[config.mk]
export PLATFORM = sky130hd
export DESIGN_NAME = butterfly_pipe
export DESIGN_NICKNAME = d
export VERILOG_FILES = /design/src/rtl/butterfly_pipe.sv
export SDC_FILE = /design/constraint.sdc
export NUM_CORES = 2
export LEC_CHECK = 0
export ABC_AREA = 1
export CORE_AREA = 5 5 396 690
export DETAILED_ROUTE_END_ITERATION = 7
export DIE_AREA = 0 0 401 695
export HOLD_SLACK_MARGIN = 0.06
export PLACE_DENSITY_LB_ADDON = 0.12
export SLEW_MARGIN = 15
export SYNTH_ARGS = -nofsm -noshare
export SYNTH_HDL_FRONTEND = slang
export SYNTH_SLANG_ARGS = --single-unit
export TNS_END_PERCENT = 50
[constraint.sdc]
create_clock -name clk -period 6.96 [get_ports clk]
set_clock_uncertainty 0.05 [all_clocks]
set_input_delay 0.696 -clock clk [delete_from_list [all_inputs] [get_ports clk]]
set_output_delay 0.696 -clock clk [all_outputs]
set_load 0.01 [all_outputs]
[src/rtl/butterfly_pipe.sv]
// Radix-2 complex butterfly (DIT/DIF per beat), 3-stage valid/ready pipeline
// with optional divide-by-2, round-half-up, saturation and a pass-through tag.
module butterfly_pipe #(
    parameter int unsigned DATA_W  = 16,
    parameter int unsigned TW_W    = 16,
    parameter int unsigned TW_FRAC = 15,
    parameter int unsigned TAG_W   = 8
) (
    input  logic                     clk,
    input  logic                     reset_n,
    input  logic                     in_valid,
    output logic                     in_ready,
    input  logic                     in_dif,
    input  logic                     in_scale,
    input  logic [TAG_W-1:0]         in_tag,
    input  logic signed [DATA_W-1:0] a_re,
    input  logic signed [DATA_W-1:0] a_im,
    input  logic signed [DATA_W-1:0] b_re,
    input  logic signed [DATA_W-1:0] b_im,
    input  logic signed [TW_W-1:0]   w_re,
    input  logic signed [TW_W-1:0]   w_im,
    output logic                     out_valid,
    input  logic                     out_ready,
    output logic signed [DATA_W-1:0] y0_re,
    output logic signed [DATA_W-1:0] y0_im,
    output logic signed [DATA_W-1:0] y1_re,
    output logic signed [DATA_W-1:0] y1_im,
    output logic [TAG_W-1:0]         out_tag,
    output logic                     out_ovf
);

    localparam int unsigned XW = DATA_W + 1;
    localparam int unsigned IW = DATA_W + TW_W + 3;
    localparam logic signed [IW-1:0] SAT_MAX = (IW'(1) <<< (DATA_W - 1)) - IW'(1);
    localparam logic signed [IW-1:0] SAT_MIN = ~SAT_MAX;

    function automatic logic signed [IW-1:0] rnd(input logic signed [IW-1:0] x,
                                                 input int unsigned k);
        logic signed [IW-1:0] half;
        if (k == 0) return x;
        half = IW'(1) <<< (k - 1);
        return (x + half) >>> k;
    endfunction

    // {clamped, value}
    function automatic logic [DATA_W:0] sat(input logic signed [IW-1:0] x);
        if (x > SAT_MAX) return {1'b1, DATA_W'(SAT_MAX)};
        if (x < SAT_MIN) return {1'b1, DATA_W'(SAT_MIN)};
        return {1'b0, DATA_W'(x)};
    endfunction

    // One real/imag lane: p is a (DIT) or a+b (DIF); prod is the unrounded twiddle product
    function automatic logic [2*DATA_W+1:0] lane(input logic signed [IW-1:0] p,
                                                 input logic signed [IW-1:0] prod,
                                                 input logic dif,
                                                 input logic scale);
        logic signed [IW-1:0] bw;
        logic signed [IW-1:0] t0;
        logic signed [IW-1:0] t1;
        int unsigned s;
        s  = {31'b0, scale};
        bw = rnd(prod, TW_FRAC);
        if (dif) begin
            t0 = rnd(p, s);
            t1 = rnd(prod, TW_FRAC + s);
        end else begin
            t0 = rnd(p + bw, s);
            t1 = rnd(p - bw, s);
        end
        return {sat(t0), sat(t1)};
    endfunction

    logic v1, v2;
    logic ld1, ld2, ld3;

    // A stage loads when empty or when its content moves on this cycle
    assign ld3      = !out_valid | out_ready;
    assign ld2      = !v2 | ld3;
    assign ld1      = !v1 | ld2;
    assign in_ready = ld1;

    logic                     s1_dif, s1_scale;
    logic [TAG_W-1:0]         s1_tag;
    logic signed [DATA_W-1:0] s1_a_re, s1_a_im, s1_b_re, s1_b_im;
    logic signed [XW-1:0]     s1_sum_re, s1_sum_im, s1_dif_re, s1_dif_im;
    logic signed [TW_W-1:0]   s1_w_re, s1_w_im;

    // Stage 1: operand capture, a+b and a-b
    always_ff @(posedge clk or negedge reset_n) begin
        if (!reset_n) begin
            v1        <= 1'b0;
            s1_dif    <= 1'b0;
            s1_scale  <= 1'b0;
            s1_tag    <= '0;
            s1_a_re   <= '0;
            s1_a_im   <= '0;
            s1_b_re   <= '0;
            s1_b_im   <= '0;
            s1_sum_re <= '0;
            s1_sum_im <= '0;
            s1_dif_re <= '0;
            s1_dif_im <= '0;
            s1_w_re   <= '0;
            s1_w_im   <= '0;
        end else begin
            if (ld1) v1 <= in_valid;
            if (ld1 && in_valid) begin
                s1_dif    <= in_dif;
                s1_scale  <= in_scale;
                s1_tag    <= in_tag;
                s1_a_re   <= a_re;
                s1_a_im   <= a_im;
                s1_b_re   <= b_re;
                s1_b_im   <= b_im;
                s1_sum_re <= XW'(a_re) + XW'(b_re);
                s1_sum_im <= XW'(a_im) + XW'(b_im);
                s1_dif_re <= XW'(a_re) - XW'(b_re);
                s1_dif_im <= XW'(a_im) - XW'(b_im);
                s1_w_re   <= w_re;
                s1_w_im   <= w_im;
            end
        end
    end

    logic signed [XW-1:0] x_re, x_im;
    assign x_re = s1_dif ? s1_dif_re : XW'(s1_b_re);
    assign x_im = s1_dif ? s1_dif_im : XW'(s1_b_im);

    logic                 s2_dif, s2_scale;
    logic [TAG_W-1:0]     s2_tag;
    logic signed [XW-1:0] s2_p_re, s2_p_im;
    logic signed [IW-1:0] s2_rr, s2_ii, s2_ri, s2_ir;

    // Stage 2: four partial products of (b or a-b) x W
    always_ff @(posedge clk or negedge reset_n) begin
        if (!reset_n) begin
            v2       <= 1'b0;
            s2_dif   <= 1'b0;
            s2_scale <= 1'b0;
            s2_tag   <= '0;
            s2_p_re  <= '0;
            s2_p_im  <= '0;
            s2_rr    <= '0;
            s2_ii    <= '0;
            s2_ri    <= '0;
            s2_ir    <= '0;
        end else begin
            if (ld2) v2 <= v1;
            if (ld2 && v1) begin
                s2_dif   <= s1_dif;
                s2_scale <= s1_scale;
                s2_tag   <= s1_tag;
                s2_p_re  <= s1_dif ? s1_sum_re : XW'(s1_a_re);
                s2_p_im  <= s1_dif ? s1_sum_im : XW'(s1_a_im);
                s2_rr    <= IW'(x_re) * IW'(s1_w_re);
                s2_ii    <= IW'(x_im) * IW'(s1_w_im);
                s2_ri    <= IW'(x_re) * IW'(s1_w_im);
                s2_ir    <= IW'(x_im) * IW'(s1_w_re);
            end
        end
    end

    logic [2*DATA_W+1:0] lane_re, lane_im;
    always_comb begin
        lane_re = lane(IW'(s2_p_re), s2_rr - s2_ii, s2_dif, s2_scale);
        lane_im = lane(IW'(s2_p_im), s2_ri + s2_ir, s2_dif, s2_scale);
    end

    // Stage 3: round, saturate and hold the result until accepted
    always_ff @(posedge clk or negedge reset_n) begin
        if (!reset_n) begin
            out_valid <= 1'b0;
            y0_re     <= '0;
            y0_im     <= '0;
            y1_re     <= '0;
            y1_im     <= '0;
            out_tag   <= '0;
            out_ovf   <= 1'b0;
        end else begin
            if (ld3) out_valid <= v2;
            if (ld3 && v2) begin
                y0_re   <= lane_re[2*DATA_W:DATA_W+1];
                y1_re   <= lane_re[DATA_W-1:0];
                y0_im   <= lane_im[2*DATA_W:DATA_W+1];
                y1_im   <= lane_im[DATA_W-1:0];
                out_tag <= s2_tag;
                out_ovf <= lane_re[2*DATA_W+1] | lane_re[DATA_W] |
                           lane_im[2*DATA_W+1] | lane_im[DATA_W];
            end
        end
    end

endmodule

Word-level counts from Yosys, hierarchy flattened. Index checks and enable logic that the tools add are counted.

Magnitude comparators: 8. Shift-type cells: 10. Add/subtract/negate cells: 23. Multiplexer cells: 57. Multipliers: 4. Reductions and logical operators: 7. Bitwise logic cells: 6.

Operators by type and width (count): $mux 35 (20); $mux 17 (20); $sshr 35x1->35 (6); $add 21x35->35 (4); $gt 35x16->1 const B (4); $lt 35x16->1 const B (4); $mul 17x16->33 (4); $add 35x35->35 (3); $add 17x35->35 (2); $add 35x16->35 const B (2); $sshl 2x32->35 const A (2); $add 17x20->21 (2); $sub 17x20->21 (2); $sshr 35x32->35 (1); $sshr 35x5->35 (1); $sub 35x35->35 (1); $add 16x16->17 (2); $sub 16x16->17 (2); $logic_not 32->1 (1); $mux 1 (17); $or 1x1->1 (6); $sub 5x1->6 const B (1); $add 4x1->5 const A (1); $logic_and 1x1->1 (3); 2 further kinds (4).

Flip-flop bits (word level): 434. Output and inout bits: 75. Word-level logic and storage cells: 146. Input bits: 110.

Longest topological paths before layout.
Depth in word-level cells: 15. Depth in mapped cells: 49. Gate-level depth less buffers: 48.

Least setup slack after synthesis. OpenSTA, ideal clock, no wires.

Path type: reg-to-reg. From: register s1_dif. To: register s2_ii[31]. Cell stages (with the launch flop): 32. Setup slack: 0.126 ns. Setup time: 0.130 ns. Buffers on the path: 2. Clock period less this slack: 6.834 ns. Arrival time: 6.654 ns. Data required time: 6.780 ns. Path through: dfrtp_1 > clkinv_1 > clkbuf_1 > o21ai_1 > clkbuf_1 > nor2_1 > fa_1 > inv_1 > fa_1 > inv_1 > ha_1 > inv_1 > fa_1 > fa_1 > fa_1 > inv_1 > ha_1 > a21o_1 > a31oi_1 > o21ai_0 > a21oi_1 > o21bai_1 > a21boi_0 > o21bai_1 > a21boi_0 > o21ai_0 > nand2_1 > nand2_1 > nand2_1 > nand3_1 > nand3_1 > o21ai_0.

Word-level cells in the longest chain between the ends: 2.

Ends and longest elaborated chain: start: declaration (line 82) `logic s1_dif, s1_scale;`; start signal: assignment (line 108) `s1_dif <= in_dif;`; $mux 17 (line 127) `assign x_im = s1_dif ? s1_dif_im : XW'(s1_b_im);`; $mul 17x16->33 (line 156) `s2_ii <= IW'(x_im) * IW'(s1_w_im);`; end signal: assignment (line 156); end: declaration (line 132) `logic signed [IW-1:0] s2_rr, s2_ii, s2_ri, s2_ir;`.

Every way passes these cells. A chain may end at the register's enable or synchronous reset.

Worst setup path in the final report.
From: register s1_dif. To: register s2_ri[30].

Word-level cells in the longest chain between the ends: 2.

Ends and longest elaborated chain: $mux 17 (line 126) `assign x_re = s1_dif ? s1_dif_re : XW'(s1_b_re);`; $mul 17x16->33 (line 157) `s2_ri <= IW'(x_re) * IW'(s1_w_im);`; end signal: assignment (line 157); end: declaration (line 132).

Every way passes these cells.

==> results.md <==
* Async set-reset flop share out of synthesis at 100%
* GP Congestion at approximately 0.95
* First-pass GRT wire length at 519000 microns
* Core Util, Final at a little over a third
* Die width at 401 microns
* Min Tclk post-route at ~6800 ps
* Synth warnings at 0
* Syn Nets at approximately 12000
* Dpl hpwl at 313000 microns
* Worst setup EP type: register
* Routed WL at 360000 microns
* Syn_area_per_cell at 7.30 sq um
* Reg area at 0.0106 sq mm
* CP peak stage delay at around 540 ps
* Initial antenna violation count at 9
* Max cap viols at 0
* Share of layout cells above drive strength 1 at between 10% and 20%
* Final ANT Viol Nets at 0
* Clock slew at reported path FFs at roughly 90 ps
* Fmax at between 100 and 150 MHz
* Largest net degree at the start of global routing at 142
* Cell Area, Synth at 0.0769 sq mm
* CORE AREA at 0.267 sq mm
* Buffers on Ports at 184
* Clock root buffer: clkbuf_16
* Total CTS buffers at 51
* Clk_lat worst skew at 750 ps
* Final Hold Vio Count at 0
* RSZ-0062 raised after global routing: yes
* GRT Util Overall at 25.4%
* Sink Count at 424
* DP Area at 0.0926 sq mm
* Max-slew violations at 0
* WHS at 432 ps
* Outcome: complete, no violations
* CTS tree: yes
* Cell mode on critical path: fa_1
* Max clock buf depth at 3
* Worst EP required at ~7600 ps
* Total global routing overflow at 0
* Crit path max fanout at 18
* Die ar. at 0.279 sq mm
* DIE HEIGHT at about 700 microns
* Number of global-route vias before repair at 77575
* Startpoint types: register
* Initial Util at 28.9%
* Crit-path slowest cell: fa_1
* # IOs at 185
* Multi-input gate area at 0.0583 sq mm
* Mapped Cells at between 10000 and 15000
* Tightest Pin Transition at 1110 ps
* Period utilisation layout at 98.2%
* Min-delay worst type: register to register
* Worst relative slew slack at 26.3%
* CTS H-Tree Depth at 2
* Num rows at 251
* Initial DRC Count at around 3900
* Cell area after layout at 0.0960 sq mm
* Layout Nets at 13529
* Commonest cells after routing, fill and taps aside: nand2_1, inv_1, buf_4
* Synthesized flop and latch total at 424
* # setup viols final at 0
* Register area share after synthesis at 13.8%
* Ys flop type: dfrtp_1
* Drt pass-1 iters at 6
* Routed via count at 72592
* Yosys cell types at 69
* Post-synth EDFFs at 0
* Area Growth Syn to Fin at 24.8%
* Via/cell ratio at 4.73
* Residual DRC at 0
* Commonest non-fill, non-tap cell in the layout: nand2_1
* Critical path class: register to register
* Filler instances at 28532
* Per-cell routed wire length at 23.5 microns
* Arrival time at the worst endpoint at 7420 ps
[Yosys cell counts (26+ instances only)]
cell type / number / area share, %
nand4_1: 113 / 0.92
ha_1: 561 / 9.1
a21oi_1: 439 / 2.9
o21ai_1: 27 / 0.18
or2_2: 42 / 0.34
nand3_1: 408 / 2.7
buf_2: 28 / 0.18
o21bai_1: 37 / 0.36
nor2_2: 47 / 0.38
nand2_2: 40 / 0.33
dfrtp_1: 424 / 14
inv_1: 2118 / 10
o22ai_1: 37 / 0.30
o211ai_1: 28 / 0.27
o21ai_0: 452 / 2.9
xor2_1: 172 / 2.0
nor2_1: 978 / 4.8
nor3_1: 46 / 0.30
fa_1: 1114 / 29
a31oi_1: 26 / 0.21
clkbuf_1: 295 / 1.4
xnor2_1: 83 / 0.94
nand2_1: 2718 / 13
[per-stage QoR]
| stage | std cells | worst slack, ps | setup TNS (ps) |
|---|---|---|---|
| global route | 15326 | -63.5 | -401 |
| CTS | 15311 | -13.6 | -13.6 |
| floorplan | 10543 | 126 | 0 |
| detailed placement | 15216 | -398 | -6330 |
| finish | 15331 | 124 | 0 |
| global placement | 15216 | -409 | -6620 |
[final cells by class]
class | instances | share of cell area (%)
tap | 3542 | 4.61
sequential | 424 | 11.1
multi-input combinational | 7598 | 60.7
inverter | 2159 | 8.48
clock inverter | 26 | 0.347
clock buffer | 66 | 1.47
timing repair buffer | 1510 | 13.3
antenna | 6 | 0.0156
[worst max-delay path, delay by kind of cell (launching register included)]
family,cells,cell delay (ps)
adder cells (fa/ha/maj),7,3170
buffers and inverters,11,1480
AO/OA/AOI/OAI,7,900
AND/OR/NAND/NOR,3,630
flip-flops,1,450
[logic make-up (layout without fill, tap and decap cells)]
group | after synthesis | in the layout | share of synthesized area [%]
compound gates | 1173 | 1173 | 8.50
xor+xnor | 259 | 259 | 2.99
fa+ha+maj | 1675 | 1675 | 38.1
buf+inv | 2521 | 3761 | 12.5
flops | 424 | 424 | 13.8
other cells | 0 | 6 | 0
simple gates | 4491 | 4491 | 24.1
[flip-flops by register name (all words and copies together) (netlist names), 17 cells and up]
signal     flops
s1_sum_re     17
s2_ii         33
s2_ir         33
s1_sum_im     17
s2_ri         33
s2_p_re       17
s2_rr         33
s2_p_im       17
[per-layer routing]
metal / up-vias / wire length [microns] / track usage [%]
li1: 34403 / - / -
met1: 35861 / 120000 / 24.7
met2: 1633 / 199000 / 50.6
met3: 691 / 10200 / 2.00
met4: 4 / 30600 / 16.8
met5: - / 26 / 0
[timing repair]
item | CTS | global route
pin swaps | 8 | 73
setup buffers | 3 | 14
hold buffers | 1 | 0
endpoints found under the hold margin | 51 | 0
gates resized for setup | 104 | 321
setup endpoints to repair | 71 | 111
[path summary, 6_finish.rpt]
| kind | from | slack (ps) | depth (start not counted) | endpoint |
|---|---|---|---|---|
| max | s1_dif$_DFFE_PN0P_ | 120 | 28 | s2_ri[30]$_DFFE_PN0P_ |
| min | s1_tag[4]$_DFFE_PN0P_ | 430 | 2 | s1_tag[4]$_DFFE_PN0P_ |
| max reg2reg | s1_dif$_DFFE_PN0P_ | 120 | 28 | s2_ri[30]$_DFFE_PN0P_ |
| min reg2reg | s1_tag[4]$_DFFE_PN0P_ | 430 | 2 | s1_tag[4]$_DFFE_PN0P_ |
| max in group asynchronous | reset_n | 5030 | 3 | s1_w_im[14]$_DFFE_PN0P_ |
| min in group asynchronous | reset_n | 450 | 2 | s1_sum_im[16]$_DFFE_PN0P_ |
Power is not shown: default switching activity piles up to over one toggle a cycle in this logic, so the estimate is an artifact.
